**src/rtl/hazard_pkg.sv**
```systemverilog
// Shared definitions for the pipeline hazard controller:
// FSM state encoding and PC-source mux select constants.
package hazard_pkg;

  typedef enum logic [0:0] {
    ST_IDLE    = 1'b0,
    ST_LU_WAIT = 1'b1
  } state_e;

  localparam logic [1:0] PC_SEQ    = 2'b00;
  localparam logic [1:0] PC_JUMP   = 2'b01;
  localparam logic [1:0] PC_BRANCH = 2'b10;

endpackage

```
**src/rtl/hazard_sat_counter.sv**
```systemverilog
// Saturating up-counter with synchronous clear.
// Ports:
//   clk, rst  - clock, asynchronous active-high reset
//   inc_i     - count one this cycle (ignored once all-ones)
//   clr_i     - zero the count; wins over inc_i
//   cnt_o     - current count
module hazard_sat_counter #(
  parameter int unsigned CNT_W = 32
) (
  input  logic             clk,
  input  logic             rst,
  input  logic             inc_i,
  input  logic             clr_i,
  output logic [CNT_W-1:0] cnt_o
);

  logic [CNT_W-1:0] cnt_q;
  logic [CNT_W-1:0] cnt_d;

  // Next count: clear, else saturating increment.
  always_comb begin
    cnt_d = cnt_q;
    if (clr_i) begin
      cnt_d = '0;
    end else if (inc_i && (cnt_q != {CNT_W{1'b1}})) begin
      cnt_d = cnt_q + CNT_W'(1);
    end
  end

  always_ff @(posedge clk or posedge rst) begin
    if (rst) begin
      cnt_q <= '0;
    end else begin
      cnt_q <= cnt_d;
    end
  end

  assign cnt_o = cnt_q;

endmodule

```
**src/rtl/hazard_ctrl.sv**
```systemverilog
// Pipeline hazard controller for the 5-stage MIPS core.
// Resolves jump/branch redirects, inserts load-use and mul/div interlock
// bubbles, freezes the pipeline on memory wait and keeps saturating
// stall/flush performance counters. Control outputs are same-cycle
// combinational decisions; bookkeeping updates on the rising clock edge.
// Ports:
//   clk, rst                  - clock, asynchronous active-high reset
//   rs_id, rt_id              - ID-stage source registers
//   rs_read_id, rt_read_id    - ID instruction really reads rs / rt
//   rd_ex, mem_read_ex        - EX destination register, EX is a load
//   jump, branch_taken        - redirect requests
//   md_start, md_use_id       - mul/div issue, ID needs mul/div result
//   mem_wait                  - freeze whole pipeline
//   cnt_clr                   - clear performance counters
//   pc_src, pc_stall          - PC mux select and hold
//   *_stall, *_flush          - pipeline-register controls
//   loaduse, md_busy          - interlock bubble, mul/div in flight
//   stall_cnt, flush_cnt      - saturating performance counters
module hazard_ctrl
  import hazard_pkg::*;
#(
  parameter int unsigned REG_AW   = 5,
  parameter int unsigned MEM_LAT  = 1,
  parameter int unsigned MD_LAT   = 32,
  parameter int unsigned BR_STAGE = 0,
  parameter int unsigned CNT_W    = 32
) (
  input  logic              clk,
  input  logic              rst,
  input  logic [REG_AW-1:0] rs_id,
  input  logic [REG_AW-1:0] rt_id,
  input  logic              rs_read_id,
  input  logic              rt_read_id,
  input  logic [REG_AW-1:0] rd_ex,
  input  logic              mem_read_ex,
  input  logic              jump,
  input  logic              branch_taken,
  input  logic              md_start,
  input  logic              md_use_id,
  input  logic              mem_wait,
  input  logic              cnt_clr,
  output logic [1:0]        pc_src,
  output logic              pc_stall,
  output logic              if_id_stall,
  output logic              if_id_flush,
  output logic              id_ex_stall,
  output logic              id_ex_flush,
  output logic              ex_mem_stall,
  output logic              ex_mem_flush,
  output logic              mem_wb_stall,
  output logic              mem_wb_flush,
  output logic              loaduse,
  output logic              md_busy,
  output logic [CNT_W-1:0]  stall_cnt,
  output logic [CNT_W-1:0]  flush_cnt
);

  localparam int unsigned LU_W     = $clog2(MEM_LAT + 1);
  localparam int unsigned MD_W     = $clog2(MD_LAT);
  localparam bit          BR_IN_EX = (BR_STAGE != 0);
  localparam bit          LU_MULTI = (MEM_LAT > 1);

  state_e          state_q, state_d;
  logic [LU_W-1:0] lu_cnt_q, lu_cnt_d;
  logic [MD_W-1:0] md_cnt_q, md_cnt_d;

  logic lu_hit;
  logic md_hit;
  logic br_ex;
  logic br_id;

  // Hazard detection; r0 is never a real dependency.
  always_comb begin
    lu_hit = mem_read_ex && (rd_ex != '0) &&
             ((rs_read_id && (rs_id == rd_ex)) ||
              (rt_read_id && (rt_id == rd_ex)));
    md_busy = (md_cnt_q != '0);
    md_hit  = md_use_id && md_busy;
    br_ex   = BR_IN_EX && branch_taken;
    br_id   = !BR_IN_EX && branch_taken;
  end

  // State, load-use countdown and mul/div busy registers.
  always_ff @(posedge clk or posedge rst) begin
    if (rst) begin
      state_q  <= ST_IDLE;
      lu_cnt_q <= '0;
      md_cnt_q <= '0;
    end else begin
      state_q  <= state_d;
      lu_cnt_q <= lu_cnt_d;
      md_cnt_q <= md_cnt_d;
    end
  end

  // Next state. The hit cycle itself is the first bubble, so LU_WAIT
  // covers the remaining MEM_LAT-1; it is frozen by mem_wait and
  // abandoned when an EX branch squashes the waiting instruction.
  always_comb begin
    state_d  = state_q;
    lu_cnt_d = lu_cnt_q;
    case (state_q)
      ST_IDLE: begin
        if (!mem_wait && !br_ex && lu_hit && LU_MULTI) begin
          state_d  = ST_LU_WAIT;
          lu_cnt_d = LU_W'(MEM_LAT - 1);
        end
      end
      ST_LU_WAIT: begin
        if (!mem_wait) begin
          if (br_ex) begin
            state_d  = ST_IDLE;
            lu_cnt_d = '0;
          end else begin
            lu_cnt_d = lu_cnt_q - LU_W'(1);
            if (lu_cnt_q == LU_W'(1)) begin
              state_d = ST_IDLE;
            end
          end
        end
      end
      default: begin
        state_d  = ST_IDLE;
        lu_cnt_d = '0;
      end
    endcase
  end

  // Mul/div busy countdown; restarts on every issue, ignores mem_wait.
  always_comb begin
    md_cnt_d = md_cnt_q;
    if (md_start) begin
      md_cnt_d = MD_W'(MD_LAT - 1);
    end else if (md_cnt_q != '0) begin
      md_cnt_d = md_cnt_q - MD_W'(1);
    end
  end

  // Per-cycle control decision in priority order.
  always_comb begin
    pc_src       = PC_SEQ;
    pc_stall     = 1'b0;
    if_id_stall  = 1'b0;
    if_id_flush  = 1'b0;
    id_ex_stall  = 1'b0;
    id_ex_flush  = 1'b0;
    ex_mem_stall = 1'b0;
    ex_mem_flush = 1'b0;
    mem_wb_stall = 1'b0;
    mem_wb_flush = 1'b0;
    loaduse      = 1'b0;
    if (mem_wait) begin
      pc_stall     = 1'b1;
      if_id_stall  = 1'b1;
      id_ex_stall  = 1'b1;
      ex_mem_stall = 1'b1;
      mem_wb_stall = 1'b1;
    end else if (br_ex) begin
      pc_src      = PC_BRANCH;
      if_id_flush = 1'b1;
      id_ex_flush = 1'b1;
    end else if ((state_q == ST_LU_WAIT) || lu_hit || md_hit) begin
      pc_stall    = 1'b1;
      if_id_stall = 1'b1;
      id_ex_flush = 1'b1;
      loaduse     = 1'b1;
    end else if (jump) begin
      pc_src      = PC_JUMP;
      if_id_flush = 1'b1;
    end else if (br_id) begin
      pc_src      = PC_BRANCH;
      if_id_flush = 1'b1;
    end
  end

  hazard_sat_counter #(.CNT_W(CNT_W)) u_stall_cnt (
    .clk   (clk),
    .rst   (rst),
    .inc_i (pc_stall),
    .clr_i (cnt_clr),
    .cnt_o (stall_cnt)
  );

  hazard_sat_counter #(.CNT_W(CNT_W)) u_flush_cnt (
    .clk   (clk),
    .rst   (rst),
    .inc_i (if_id_flush | id_ex_flush | ex_mem_flush | mem_wb_flush),
    .clr_i (cnt_clr),
    .cnt_o (flush_cnt)
  );

endmodule
```
**config.mk**
```make
export PLATFORM = sky130hd
export DESIGN_NAME = hazard_ctrl
export DESIGN_NICKNAME = d
export VERILOG_FILES = /design/src/rtl/hazard_pkg.sv /design/src/rtl/hazard_sat_counter.sv /design/src/rtl/hazard_ctrl.sv
export SDC_FILE = /design/constraint.sdc
export NUM_CORES = 1
export LEC_CHECK = 0
export ABC_AREA = 1
export CORE_MARGIN = 4
export CORE_UTILIZATION = 48
export DETAILED_ROUTE_END_ITERATION = 7
export GPL_TIMING_DRIVEN = 0
export MAX_ROUTING_LAYER = met4
export PLACE_DENSITY_LB_ADDON = 0.3
export SYNTH_ARGS = -nofsm -noshare
export SYNTH_HDL_FRONTEND = slang
export SYNTH_SLANG_ARGS = --single-unit
```
**constraint.sdc**
```tcl
create_clock -name clk -period 2.1 [get_ports clk]
set_input_delay 0.42 -clock clk [delete_from_list [all_inputs] [get_ports clk]]
set_output_delay 0.42 -clock clk [all_outputs]
set_load 0.005 [all_outputs]
```
==> flow_summary.json, run 1 <==
{
  "status": "finished, violations left",
  "violations": "negative setup slack",
  "drt_wl_total_mm": 15.5,
  "yosysWarnings": 0,
  "pre_cts_ws_ns": -1.15,
  "grt_max_degree": 31,
  "ys_seq_area_share_pct": 34.2,
  "die_h_um": 112,
  "critical-path-slowest-cell": "dfrtp_1",
  "period_minus_slack_ns": 2.16,
  "crit_chain": "inv_2 > ha_4 > nand3b_4 > a21oi_4 > buf_6 > nand2_4 > nand2_4 > inv_4 > buf_6 > buf_6",
  "power_density_nw_per_um2": 447,
  "synth_seq_cells": 71,
  "crit_top_cell": "buf_6",
  "overflow": 0,
  "first_iter_violations": 449,
  "worst_pin_slew_ns": 0.637,
  "relSlewSlack_pct": 57.1,
  "num_rows": 37,
  "hold_violations": 0,
  "antenna_found_initial": 0,
  "finalNetCount": 930,
  "clk_latency_ns": 0.37,
  "synth_area_sq_um": 5200,
  "first_pass_iters": 5,
  "cp_top_family": "buffers and inverters",
  "via_count": 5513,
  "max_stage_delay_ns": 0.39,
  "whs_ns": 0.394,
  "synthToLayoutAreaGrowth_pct": 34.5,
  "h-tree-depth": 3,
  "cts_tree": "built",
  "yosys.area_share.xor_xnor_pct": 9.61,
  "post-route-period-util_pct": 103,
  "syn-mean-instance-area_sq_um": 6.81,
  "drtAntennaViolNets": 0,
  "grt_pass1_vias": 5137,
  "postCtsHoldBufs": 0,
  "synth_simple_gate_area_share_pct": 42.1,
  "synth_compound_area_share_pct": 1.47,
  "synthFlopType": "dfrtp_1",
  "finClkSkew_ns": 0.0119,
  "crit_required_ns": 1.68,
  "layout_setup_ws_ns": -0.0599,
  "cts_made_buffers": 9,
  "clockBufferDepth": 2,
  "track_usage_pct": 25.5,
  "slew_violations": 0,
  "p_leak_uw": 0.00350,
  "drt-wirelength-per-cell_um": 14.9,
  "placed_area_sq_um": 6410,
  "cp-end-kind": "output pin",
  "drcViolationCount": 0,
  "muxShareOfSynthArea_pct": 0,
  "fp.dieW_um": 112,
  "maxCapViolCount": 0,
  "hp-class": "in -> async",
  "synth_cell_types": 38,
  "synth_top_family_by_area": "simple AND/OR/NAND/NOR gates",
  "totalPowerFinal_uw": 3120,
  "worst-path-buf-inv": 5,
  "die_area_sq_um": 12600,
  "crit_fanout": 2,
  "synth_edf_count": 0,
  "finalSetupViolCount": 3,
  "ir_drop_uv": 412,
  "cts_sinks": 71,
  "crit_arrival_ns": 1.74,
  "final_cell_area_sq_um": 6990,
  "initial_core_util_pct": 49.9,
  "grt_pass1_wl_mm": 25.7,
  "ys_async_sr_fraction_pct": 100,
  "ios": 103,
  "postLayoutCoreUtil_pct": 67.1,
  "rsz0062_at_grt": "true",
  "portBuffers": 100,
  "clock-root-buffer": "clkbuf_8",
  "synthCells": 763,
  "core_area_sq_um": 10400,
  "crit_type": "reg -> out",
  "final_layout_size_suffix_gt1_share_pct": 13.1,
  "viasPerCell": 5.30,
  "dpl.hpwl_mm": 11.5,
  "synth-adder-area-share_pct": 0.963,
  "place_congestion": 1.02,
  "diodes": 0,
  "critPathLaunchType": "flop",
  "clkTransAtPathRegs_ns": 0.09,
  "fmax_mhz": 463
}
-- cell families after synthesis --
group / Yosys count
other: 1
AOI/OAI and AO/OA: 12
buffers and inverters: 144
and+or+nand+nor: 474
DFF: 71
xor gates and xnor gates: 57
adders and majority gates: 4
-- repair_timing --
item | CTS | global route
gates resized for setup | 75 | 34
hold endpoints to repair | 0 | 0
buffers inserted | 12 | 11
pin swaps | 15 | 10
endpoints found under the setup margin | 68 | 70
-- area by class of cell --
type	count	area, sq um
Multi-Input combinational cell	549	2970
Sequential cell	71	1780
Inverter	106	404
Fill cell	903	3430
Clock inverter	6	92.6
Tap cell	136	170
Buffer	38	251
Clock buffer	10	138
Timing Repair Buffer	125	1180
-- placed cells by master (no fill, tap or decap), drive strengths merged, types with 30 or more instances in the layout --
cell type | Yosys | final
inv | 103 | 103
dfrtp | 71 | 71
nor2 | 68 | 68
nand3 | 84 | 84
nand2 | 213 | 213
nor3 | 30 | 30
buf | 24 | 58
nand4 | 74 | 74
xor2 | 39 | 39
clkdlybuf4s50 | 0 | 77
-- worst register-to-register path, cell delays in order, from the launching register on --
cell,delay [ns]
dfrtp_2,0.40
ha_2,0.21
nand2_2,0.07
nor2_4,0.14
buf_4,0.13
buf_4,0.11
nand2_1,0.10
nor2_1,0.24
nand2_1,0.15
xor2_1,0.15
inv_1,0.05
nand4_1,0.07
nand2_1,0.06
-- metrics by stage --
stage | std cells | setup TNS (ns)
final | 1041 | -0.110
after global routing | 1041 | -1.24
after CTS | 1030 | -0.297
after detailed placement | 1002 | -26.48
after global placement | 1000 | -24.31
after floorplan | 764 | 0
-- power breakdown --
part | internal (uW) | leakage, uW | switching, uW
clock | 707 | 0.000109 | 589
sequential | 1380 | 0.000964 | 16.9
combinational | 189 | 0.00242 | 241
total | 2280 | 0.00350 | 847
-- Yosys cell counts, types with 2 or more instances --
cell type	count	area, sq um
ha_1	4	50.1
xnor2_1	18	158
clkinv_1	3	11.3
buf_4	10	75.1
nor2_2	4	25.0
o211ai_1	2	15.0
buf_1	8	30.0
nand2_1	210	788
nor2_4	2	22.5
inv_2	11	41.3
nand2_2	2	12.5
o21ai_0	2	10.0
buf_6	3	33.8
nand3_2	2	20.0
inv_1	92	345
xor2_1	39	342
nor2_1	62	233
a21oi_1	3	15.0
nor3_1	29	145
dfrtp_1	71	1780
nand3_1	82	410
nand4_1	73	457
clkbuf_1	14	52.6
buf_2	3	15.0
-- flip-flops by register name, indices dropped and copies added, names as in the netlist --
| register | count |
|---|---|
| lu_cnt_q | 1 |
| state_q | 1 |
| u_flush_cnt.cnt_o | 32 |
| md_cnt_q | 5 |
| u_stall_cnt.cnt_o | 32 |
-- metal layers --
metal  global-route usage, %  up-vias  part of all wire, %
met2                    38.6      180                   46
met3                    4.42       26                  5.6
met5                       -        -                    0
li1                        -     2725                    -
met1                    35.6     2582                   47
met4                    6.97        0                  1.5
-- path summary, 6_finish.rpt --
check,startpoint,depth (start not counted),end,slack (ns)
max in group asynchronous,rst,3,u_stall_cnt.cnt_o[26],1.21
min in group clk,lu_cnt_q,1,lu_cnt_q,0.50
worst min-delay path,rst,2,u_flush_cnt.cnt_o[10],0.39
worst min register to register,lu_cnt_q,1,lu_cnt_q,0.50
worst max-delay path,md_cnt_q[1],10,loaduse,-0.06
worst max register to register,u_flush_cnt.cnt_o[0],12,u_flush_cnt.cnt_o[26],0.08
Note: power is estimated with default switching activity, not from simulation.
==> run 2, diff against run 1 <==
--- a/config.mk
+++ b/config.mk
@@ -6,12 +6,13 @@
 export NUM_CORES = 1
 export LEC_CHECK = 0
 export ABC_AREA = 1
+export ABC_CLOCK_PERIOD_IN_PS = 2100
 export CORE_MARGIN = 4
 export CORE_UTILIZATION = 48
 export DETAILED_ROUTE_END_ITERATION = 7
 export GPL_TIMING_DRIVEN = 0
 export MAX_ROUTING_LAYER = met4
-export PLACE_DENSITY_LB_ADDON = 0.3
+export PLACE_DENSITY = 0.78
 export SYNTH_ARGS = -nofsm -noshare
 export SYNTH_HDL_FRONTEND = slang
 export SYNTH_SLANG_ARGS = --single-unit
==> flow_summary.json, run 2 (synthesis results as in run 1) <==
{
  "overflow": 0,
  "crit_type": "reg -> out",
  "clkTransAtPathRegs_ns": 0.08,
  "p_int_uw": 2310,
  "finalSetupViolCount": 7,
  "period_minus_slack_ns": 2.39,
  "track_usage_pct": 28.2,
  "diodes": 0,
  "clockBufferDepth": 2,
  "p_clk_share_pct": 41.1,
  "first_iter_violations": 534,
  "cts_made_buffers": 9,
  "dpl.hpwl_mm": 12.5,
  "crit_chain": "inv_2 > ha_4 > nand3b_4 > a21oi_4 > buf_6 > nand3_4 > buf_8 > buf_6 > nor3_4 > buf_2",
  "cts_tree": "built",
  "crit_fanout": 4,
  "clock-root-buffer": "clkbuf_8",
  "post-route-period-util_pct": 114,
  "hp-class": "reg -> reg",
  "cp-end-kind": "output pin",
  "place_congestion": 0.990,
  "drcViolationCount": 0,
  "finClkSkew_ns": 0.0161,
  "first_pass_iters": 5,
  "drtAntennaViolNets": 0,
  "pwr-share-seq_pct": 43.7,
  "rsz0062_at_grt": "true",
  "grt_max_degree": 41,
  "switching_share_pct": 27.8,
  "crit_path_start": "md_cnt_q[1]",
  "critPathLaunchType": "flop",
  "slew_violations": 0,
  "worst_hold_startpoint": "lu_cnt_q",
  "die_area_sq_um": 12600,
  "status": "finished, violations left",
  "max_stage_delay_ns": 0.41,
  "postCtsHoldBufs": 0,
  "grt_pass1_wl_mm": 28.0,
  "core_area_sq_um": 10400,
  "holdPathEnd": "lu_cnt_q",
  "initial_core_util_pct": 49.9,
  "power_density_nw_per_um2": 440,
  "violations": "negative setup slack",
  "critical-path-slowest-cell": "dfrtp_1",
  "final_layout_size_suffix_gt1_share_pct": 16.3,
  "rr_endpoint": "u_flush_cnt.cnt_o[7]",
  "totalPowerFinal_uw": 3200,
  "fp.dieW_um": 112,
  "crit_required_ns": 1.68,
  "synthToLayoutAreaGrowth_pct": 39.7,
  "grt_pass1_vias": 5534,
  "portBuffers": 100,
  "crit_arrival_ns": 1.97,
  "clk_latency_ns": 0.38,
  "via_count": 5749,
  "reg2reg_slack_ns": 0.02,
  "hold_violations": 0,
  "r2r-start": "u_flush_cnt.cnt_o[0]",
  "switchingPower_uw": 889,
  "p_leak_uw": 0.00364,
  "maxCapViolCount": 0,
  "h-tree-depth": 3,
  "fmax_mhz": 418,
  "drt-wirelength-per-cell_um": 16.5,
  "num_rows": 37,
  "worstHoldPathCells": 1,
  "reg2reg_depth": 13,
  "viasPerCell": 5.44,
  "ir_drop_uv": 375,
  "worst_pin_slew_ns": 0.737,
  "antenna_found_initial": 0,
  "cts_sinks": 71,
  "whs_ns": 0.479,
  "final_common_cell": "nand2_1",
  "finalNetCount": 945,
  "crit_top_cell": "buf_6",
  "relSlewSlack_pct": 50.7,
  "die_h_um": 112,
  "mostFrequentLayoutCells": "nand2_1 (205), inv_1 (88), clkdlybuf4s50_1 (83)",
  "layout_setup_ws_ns": -0.294,
  "drt_wl_total_mm": 17.4,
  "p_comb_share_pct": 15.2,
  "ios": 103
}
-- run 2: final cells by class --
cell class                      count  area [sq um]
Fill cell                         918          3160
Multi-Input combinational cell    549          3040
Sequential cell                    71          1780
Timing Repair Buffer              140          1370
Inverter                          106           402
Buffer                             38           262
Tap cell                          136           170
Clock buffer                       10           138
Clock inverter                      6          92.6
-- run 2: worst max-delay path, delay by kind of cell, from the launching register on --
family	cells	cell delay, ns
AOI/OAI and AO/OA	1	0.15
adders and majority gates	1	0.15
buffers and inverters	5	0.61
DFF	1	0.41
and+or+nand+nor	3	0.28
-- run 2: layer usage --
layer  GRT usage, %  part of all wire [%]  wire length, um
met5              -                     0                0
met4           10.7                   2.3              393
met3           5.07                   5.9             1030
met2           44.2                    48             8370
met1           36.6                    44             7650
-- run 2: through the flow --
step	instances	TNS (ns)	worst slack (ns)	instance area (sq um)	util, %
after floorplan	764	0	0.0564	5200	-
after global placement	1000	-23.63	-1.08	6370	61.2
after detailed placement	1001	-26.96	-1.13	6390	61.4
after CTS	1033	-1.69	-0.295	6820	65.5
after global routing	1056	-5.20	-0.413	7260	69.7
final	1056	-1.53	-0.294	7260	69.7
-- run 2: worst max-delay path by stage --
stage	end	cells past startpoint
floorplan	pc_src[1]	7
global placement	pc_stall	12
detailed placement	pc_stall	12
CTS	pc_src[1]	10
global route	pc_src[1]	10
finish	pc_src[1]	10
-- run 2: what timing repair did --
item / 4_1_cts / 5_1_grt
pin swaps: 7 / 26
buffers inserted: 16 / 21
gates resized for setup: 52 / 69
cloned: 0 / 2
setup endpoints to repair: 69 / 70
-- run 2: power groups by stage --
stage | Sequential (uW) | Clock (uW) | Combinational, uW
2_1_floorplan | 1420 | 0 | 198
3_3_place_gp | 1430 | 0 | 350
3_5_place_dp | 1430 | 0 | 364
4_1_cts | 1400 | 1330 | 401
5_1_grt | 1400 | 1410 | 531
6_report | 1390 | 1310 | 486
==> run 3, diff against run 2 <==
--- a/config.mk
+++ b/config.mk
@@ -7,8 +7,9 @@
 export LEC_CHECK = 0
 export ABC_AREA = 1
 export ABC_CLOCK_PERIOD_IN_PS = 2100
-export CORE_MARGIN = 4
+export CORE_MARGIN = 2
 export CORE_UTILIZATION = 48
+export CTS_CLUSTER_DIAMETER = 120
 export DETAILED_ROUTE_END_ITERATION = 7
 export GPL_TIMING_DRIVEN = 0
 export MAX_ROUTING_LAYER = met4
==> flow_summary.json, run 3 (synthesis results as in run 1) <==
{
  "post-route-period-util_pct": 105,
  "portBuffers": 100,
  "relSlewSlack_pct": 50.8,
  "grt_pass1_vias": 5247,
  "dp.cells": 1001,
  "clockBufferDepth": 2,
  "pwr-share-seq_pct": 48.6,
  "fmax_mhz": 453,
  "synthToLayoutAreaGrowth_pct": 34.6,
  "p_int_uw": 2010,
  "drcViolationCount": 0,
  "drtAntennaViolNets": 0,
  "switchingPower_uw": 863,
  "cts_sinks": 71,
  "crit_required_ns": 1.68,
  "rsz0062_at_grt": "true",
  "dr_wl_met2_mm": 7.94,
  "met3_wirelength_mm": 1.00,
  "wl_met1_mm": 7.52,
  "hp-class": "in -> async",
  "layout_setup_ws_ns": -0.109,
  "cp-end-kind": "output pin",
  "viasPerCell": 5.42,
  "p_clk_share_pct": 35.7,
  "drt-wirelength-per-cell_um": 16.0,
  "track_usage_pct": 30.0,
  "mostFrequentLayoutCells": "nand2_1 (205), inv_1 (88), nand3_1 (79)",
  "instances_no_fill": 1043,
  "drt_wl_total_mm": 16.7,
  "num_rows": 37,
  "ir_drop_uv": 308,
  "violations": "negative setup slack",
  "first_iter_violations": 446,
  "die_h_um": 108,
  "first_pass_iters": 5,
  "status": "finished, violations left",
  "slew_violations": 0,
  "crit_chain": "inv_2 > ha_4 > nand3b_4 > a21oi_4 > buf_6 > buf_6 > nand2_4 > nand2_4 > inv_2 > buf_6 > buf_6",
  "clock-root-buffer": "clkbuf_8",
  "hold_violations": 0,
  "finalNetCount": 932,
  "critical-path-slowest-cell": "dfrtp_1",
  "fillers": 921,
  "die_area_sq_um": 11700,
  "place_congestion": 0.959,
  "grt_max_degree": 41,
  "diodes": 0,
  "fp.dieW_um": 108,
  "finalSetupViolCount": 6,
  "ios": 103,
  "power_density_nw_per_um2": 411,
  "antenna_found_initial": 0,
  "crit_arrival_ns": 1.79,
  "core_area_sq_um": 10400,
  "final_layout_size_suffix_gt1_share_pct": 13.5,
  "p_comb_share_pct": 15.6,
  "overflow": 0,
  "max_stage_delay_ns": 0.39,
  "initial_core_util_pct": 49.9,
  "critPathLaunchType": "flop",
  "clk_latency_ns": 0.37,
  "cts_made_buffers": 9,
  "dpl.hpwl_mm": 12.1,
  "via_count": 5654,
  "crit_fanout": 2,
  "worst_pin_slew_ns": 0.737,
  "period_minus_slack_ns": 2.21,
  "postLayoutCoreUtil_pct": 67.1,
  "p_leak_uw": 0.00350,
  "crit_type": "reg -> out",
  "switching_share_pct": 30.0,
  "finClkSkew_ns": 0.0110,
  "top_layer": "met4",
  "crit_top_cell": "buf_6",
  "grt_pass1_wl_mm": 26.6,
  "h-tree-depth": 3,
  "maxCapViolCount": 0,
  "postCtsHoldBufs": 0,
  "cts_tree": "built",
  "clkTransAtPathRegs_ns": 0.08,
  "final_common_cell": "nand2_1"
}
-- run 3: per-layer routing --
layer / vias to the layer above / global-route usage [%]
met4: 0 / 8.42
met5: - / -
met2: 216 / 46.5
met1: 2677 / 40.8
met3: 18 / 4.82
li1: 2743 / -
-- run 3: power groups by stage --
stage	Clock, uW	Combinational, uW	Sequential, uW
finish	1030	449	1400
global route	1110	490	1400
CTS	1050	399	1400
detailed placement	0	363	1430
global placement	0	349	1430
floorplan	0	198	1420
-- run 3: critical path, delay by kind of cell, from the launching register on --
family	cells	cell delay [ns]
flops	1	0.39
simple gates	3	0.19
compound gates	1	0.16
fa+ha+maj	1	0.14
buf+inv	6	0.53
-- run 3: cell type report --
class / count / area, sq um / share of cell area, %
multi-input combinational: 549 / 3000 / 42.9
sequential: 71 / 1780 / 25.4
timing repair buffer: 127 / 1210 / 17.3
inverter: 106 / 402 / 5.74
buffer: 38 / 267 / 3.81
tap: 136 / 170 / 2.43
clock buffer: 10 / 128 / 1.83
clock inverter: 6 / 45.0 / 0.644
-- run 3: final timing paths --
path,slack [ns],startpoint,depth (start not counted),end
max in group asynchronous,0.94,rst,3,u_stall_cnt.cnt_o[23]
min in group clk,0.53,md_cnt_q[4],1,md_cnt_q[4]
worst min-delay path,0.52,rst,2,u_flush_cnt.cnt_o[4]
worst min register to register,0.53,md_cnt_q[4],1,md_cnt_q[4]
worst max register to register,0.12,u_flush_cnt.cnt_o[0],10,u_flush_cnt.cnt_o[31]
worst max-delay path,-0.11,md_cnt_q[1],11,loaduse
-- run 3: stage by stage --
stage / power, uW / setup WS [ns] / TNS [ns] / hold slack [ns] / area [sq um]
final: 2880 / -0.109 / -0.417 / 0.518 / 6990
after global routing: 3000 / -0.188 / -0.926 / 0.542 / 6990
after CTS: 2840 / -0.169 / -1.66 / 0.495 / 6760
after detailed placement: 1790 / -1.16 / -29.57 / 0.471 / 6390
after global placement: 1770 / -1.12 / -26.44 / 0.454 / 6370
after floorplan: 1620 / 0.0564 / 0 / 0.439 / 5200
-- run 3: repair_timing --
action | CTS | global route
gates resized for setup | 80 | 35
setup endpoints to repair | 68 | 70
cloned | 0 | 1
setup buffers | 17 | 9
pin swaps | 15 | 13
